[config.mk]
export PLATFORM = sky130hd
export DESIGN_NAME = serial_sub
export DESIGN_NICKNAME = d
export VERILOG_FILES = /design/src/rtl/serial_sub_pkg.sv /design/src/rtl/serial_sub_full_sub.sv /design/src/rtl/serial_sub.sv
export SDC_FILE = /design/constraint.sdc
export NUM_CORES = 1
export LEC_CHECK = 0
export CAP_MARGIN = 15
export CORE_MARGIN = 1
export CORE_UTILIZATION = 47
export CTS_BUF_LIST = sky130_fd_sc_hd__clkbuf_8 sky130_fd_sc_hd__clkbuf_16
export CTS_CLUSTER_DIAMETER = 100
export DETAILED_ROUTE_END_ITERATION = 12
export GPL_TIMING_DRIVEN = 0
export PLACE_DENSITY = 0.85
export SYNTH_ARGS = -nofsm -noshare
export SYNTH_HDL_FRONTEND = slang
export SYNTH_HIERARCHICAL = 1
export SYNTH_SLANG_ARGS = --single-unit
[constraint.sdc]
create_clock -name clk -period 1.3 [get_ports clk]
set_input_delay 0.26 -clock clk [delete_from_list [all_inputs] [get_ports clk]]
set_output_delay 0.26 -clock clk [all_outputs]
set_load 0.005 [all_outputs]
[src/rtl/serial_sub_pkg.sv]
// Shared constants for the bit-serial subtractor: controller state encoding.
package serial_sub_pkg;

    typedef enum logic [1:0] {
        IDLE  = 2'd0,
        SHIFT = 2'd1,
        DONE  = 2'd2
    } state_e;

endpackage

[src/rtl/serial_sub_full_sub.sv]
// One-bit subtractor cells: half_sub computes a-b without borrow-in,
// full_sub chains two of them to fold in the incoming borrow.
module half_sub (
    input  logic a,
    input  logic b,
    output logic d,
    output logic bout
);
    assign d    = a ^ b;
    assign bout = ~a & b;
endmodule

module full_sub (
    input  logic a,
    input  logic b,
    input  logic bin,
    output logic d,
    output logic bout
);
    logic d1;
    logic bout1;
    logic bout2;

    half_sub u_hs_ab (
        .a    (a),
        .b    (b),
        .d    (d1),
        .bout (bout1)
    );

    // Second stage subtracts the incoming borrow from the partial difference.
    half_sub u_hs_bin (
        .a    (d1),
        .b    (bin),
        .d    (d),
        .bout (bout2)
    );

    assign bout = bout1 | bout2;
endmodule

[src/rtl/serial_sub.sv]
// Bit-serial unsigned subtractor: one bit per clock, LSB first, result and
// final borrow registered on the edge that processes the last bit.
module serial_sub #(
    parameter int WIDTH = 8
) (
    input  logic             clk,
    input  logic             rst,
    input  logic             start,
    input  logic [WIDTH-1:0] a,
    input  logic [WIDTH-1:0] b,
    output logic             busy,
    output logic             done,
    output logic [WIDTH-1:0] diff,
    output logic             borrow_out
);
    import serial_sub_pkg::*;

    localparam int CNT_W = $clog2(WIDTH + 1);
    localparam logic [CNT_W-1:0] LAST_BIT = CNT_W'(WIDTH - 1);

    state_e             state_q, state_d;
    logic [WIDTH-1:0]   a_sh_q, a_sh_d;
    logic [WIDTH-1:0]   b_sh_q, b_sh_d;
    logic [WIDTH-1:0]   res_q, res_d;
    logic [WIDTH-1:0]   diff_q, diff_d;
    logic               bin_q, bin_d;
    logic               borrow_q, borrow_d;
    logic [CNT_W-1:0]   cnt_q, cnt_d;

    logic               bit_d;
    logic               bit_bout;
    logic               last_bit;

    full_sub u_full_sub (
        .a    (a_sh_q[0]),
        .b    (b_sh_q[0]),
        .bin  (bin_q),
        .d    (bit_d),
        .bout (bit_bout)
    );

    assign last_bit = (cnt_q == LAST_BIT);

    always_ff @(posedge clk) begin
        if (rst) begin
            state_q  <= IDLE;
            a_sh_q   <= '0;
            b_sh_q   <= '0;
            res_q    <= '0;
            diff_q   <= '0;
            bin_q    <= 1'b0;
            borrow_q <= 1'b0;
            cnt_q    <= '0;
        end else begin
            state_q  <= state_d;
            a_sh_q   <= a_sh_d;
            b_sh_q   <= b_sh_d;
            res_q    <= res_d;
            diff_q   <= diff_d;
            bin_q    <= bin_d;
            borrow_q <= borrow_d;
            cnt_q    <= cnt_d;
        end
    end

    always_comb begin
        state_d = state_q;
        case (state_q)
            IDLE:    if (start) state_d = SHIFT;
            SHIFT:   if (last_bit) state_d = DONE;
            DONE:    state_d = IDLE;
            default: state_d = IDLE;
        endcase
    end

    // Datapath: result bits enter at the MSB so bit 0 ends up at the LSB.
    always_comb begin
        a_sh_d   = a_sh_q;
        b_sh_d   = b_sh_q;
        res_d    = res_q;
        diff_d   = diff_q;
        bin_d    = bin_q;
        borrow_d = borrow_q;
        cnt_d    = cnt_q;
        case (state_q)
            IDLE: begin
                if (start) begin
                    a_sh_d = a;
                    b_sh_d = b;
                    res_d  = '0;
                    bin_d  = 1'b0;
                    cnt_d  = '0;
                end
            end
            SHIFT: begin
                a_sh_d = a_sh_q >> 1;
                b_sh_d = b_sh_q >> 1;
                res_d  = {bit_d, res_q[WIDTH-1:1]};
                bin_d  = bit_bout;
                cnt_d  = cnt_q + CNT_W'(1);
                if (last_bit) begin
                    diff_d   = {bit_d, res_q[WIDTH-1:1]};
                    borrow_d = bit_bout;
                end
            end
            default: ;
        endcase
    end

    always_comb begin
        busy       = (state_q == SHIFT);
        done       = (state_q == DONE);
        diff       = diff_q;
        borrow_out = borrow_q;
    end

endmodule

==> metrics.yaml <==
drtPass1Iterations: 4
syn_nets: 200
fin_skew_ps: 6.083
gp_congestion: 0.7948
num_rows: 21
start_util_pct: 50.59
fin_crit_ps: 1401
ys.flop_type: "dfxtp_1"
report.final.setup_viol: 6
io_buffers: 29
fillers: 208
synth.area.top_cells: "dfxtp_1, nand2b_1, a211oi_2"
finalHoldViolCount: 0
setup_ws_ps: -101.4
grt_max_degree: 13
die_h_um: 62.64
grt_remaining_overflow: 0
vias: 1603
nNetsFinal: 253
viasPerCell: 5.766
synth_cell_types: 33
critPathMaxFanout: 2
crit_required_ps: 1500
drt_wl_total_um: 4942
vdd_ir_drop_max_v: 0.0009731
instances_no_fill: 278
maxSlewHeadroom_pct: 59.96
htreeDepth: 2
path_clk_slew_ps: 80
cts_buffers: 5
maxCapViolCount: 0
crit_path_end_kind: "flip-flop"
ys_async_sr_fraction_pct: 0
fin_crit_sh_pct: 107.8
ys_seq_elements: 39
ant_nets: 0
r2r_cells: 7
track_usage_pct: 24.16
ios: 30
r2r_setup_slack_ps: -100
r2r_start: "a_sh_q[0]"
slew_viol_final: 0
syn-cell-area_um2: 1728
yosysWarnings: 6
crit_type: "reg2reg"
wl_per_cell_um: 17.78
reg2reg_to: "bin_q"
crit_arrival_ps: 1600
run_status: "finished, violations left"
hold_depth: 3
yosys.area.top_type: "dfxtp_1"
cts.path.max_buffers: 2
synth_cells: 178
drive_gt1_share_pct: 38.79
yosysSeqAreaShare_pct: 45.18
rsz0062_at_grt: "true"
first_global_vias: 1523
clock_latency_ps: 300
grt_pass1_wl_um: 7293
cellLeakagePower_uw: 0.001023
core_um2: 3416
synth_enable_flop_cells: 0
hp-start: "rst"
powerDensity_nw_per_um2: 1118
antenna_found_initial: 0
drc: 0
drt_iter0_drc: 104
hpwl_um: 2437
fmax_mhz: 713.5
synth_top_area_share_pct: 45.18
violations: "setup timing"
design_area_um2: 2536
min_to: "diff[5]"
cts.sinks: 39
die_area_um2: 3923
post_dp_cell_area_um2: 2079
dp.cells: 253
cts_root_buf: "clkbuf_8"
diodes: 0
synth.avg_cell_area_um2: 9.707
tightestPinTransition_ps: 598.3
die_w_um: 62.64
cts_tree: "built"
syn_to_final_growth_pct: 46.78
startpoint_type: "flip-flop"
hold_path.class: "in2reg"
-- Yosys cell counts, drive strengths merged, types with 3 or more instances --
cell / n
nand2: 3
clkbuf: 4
o2bb2ai: 11
a22o: 9
inv: 7
a211oi: 14
nor2: 31
dfxtp: 39
nand2b: 20
ha: 3
buf: 8
mux2i: 9
-- placed cells by master, fill, tap and decap left out, types with 3 or more instances in the layout --
| cell | n |
|---|---|
| a211oi_1 | 3 |
| dfxtp_1 | 28 |
| clkdlybuf4s50_1 | 16 |
| a211oi_2 | 11 |
| buf_6 | 8 |
| ha_4 | 3 |
| nor2_1 | 20 |
| nor2_2 | 9 |
| inv_2 | 3 |
| o2bb2ai_1 | 11 |
| a22o_1 | 9 |
| buf_4 | 13 |
| mux2i_1 | 9 |
| nand2b_1 | 19 |
| clkbuf_8 | 6 |
| inv_4 | 4 |
| dlygate4sd2_1 | 10 |
| dfxtp_2 | 10 |
-- per-stage QoR --
| stage | hold slack (ps) | util (%) | worst slack, ps | power [µW] | setup TNS [ps] |
|---|---|---|---|---|---|
| after floorplan | 408.3 | - | -27.57 | 1509 | -27.57 |
| after global placement | 458.0 | 60.88 | -578.4 | 1618 | -14660 |
| after detailed placement | 464.8 | 60.88 | -580.0 | 1626 | -15060 |
| after CTS | 472.7 | 70.37 | -55.63 | 2734 | -115.0 |
| after global routing | 504.5 | 74.25 | -107.9 | 2931 | -1089 |
| final | 463.3 | 74.25 | -101.4 | 2836 | -233.6 |
-- power by group --
part,leakage (µW),internal [µW],switching (µW)
Sequential,0.000324,1250,48.2
Combinational,0.000638,257,233
Clock,0.0000612,621,430
-- layer usage --
| metal | track usage (%) | vias up | routed length (µm) |
|---|---|---|---|
| met5 | 0 | - | 0 |
| met4 | 17.44 | 0 | 274 |
| met3 | 5.839 | 29 | 249 |
| met2 | 38.32 | 71 | 2432 |
| met1 | 28.34 | 767 | 1986 |
| li1 | - | 736 | - |
-- sequential cells by signal, summed over array words and instances (netlist names) --
signal      cells
state_q         2
b_sh_q          8
a_sh_q          8
bin_q           1
cnt_q           4
diff            8
res_q           7
borrow_out      1
-- layout make-up --
class	instances	area, µm²	share of cell area (%)
Multi-Input combinational cell	120	970.9	38.28
Sequential cell	39	797.0	31.43
Timing Repair Buffer	47	441.7	17.41
Buffer	11	115.1	4.539
Clock buffer	6	82.58	3.256
Tap cell	46	57.56	2.269
Inverter	7	36.28	1.431
Clock inverter	2	35.03	1.381
-- worst max path at each step --
stage / startpoint / end / slack, ps / depth (start not counted)
after floorplan: a_sh_q[0] / bin_q / -30 / 7
after global placement: rst / cnt_q[2] / -580 / 4
after detailed placement: rst / cnt_q[2] / -580 / 4
after CTS: a_sh_q[0] / bin_q / -60 / 7
after global routing: a_sh_q[0] / bin_q / -110 / 7
final: a_sh_q[0] / bin_q / -100 / 7
-- logic make-up after synthesis --
kind of cell / after synthesis / synth area share [%]
AO/OA/AOI/OAI: 45 / 23.68
AND/OR/NAND/NOR: 63 / 18.32
multiplexers: 9 / 5.214
adder cells (fa/ha/maj): 3 / 2.173
flip-flops: 39 / 45.18
buffers and inverters: 19 / 5.430
-- worst max-delay path: stages, from the launching register on --
cell	delay [ps]
dfxtp_2	360
inv_2	50
ha_4	200
inv_2	60
inv_2	50
ha_4	140
or2_4	230
a22o_1	210
-- what timing repair did --
action                                  4_1_cts  5_1_grt
hold buffers                                  0        0
gates cloned                                  0        2
pin swaps                                     1       10
endpoints found under the setup margin       42       41
buffers inserted                             15        2
gates resized for setup                      63       34
Power figures use the tool's default switching activity.
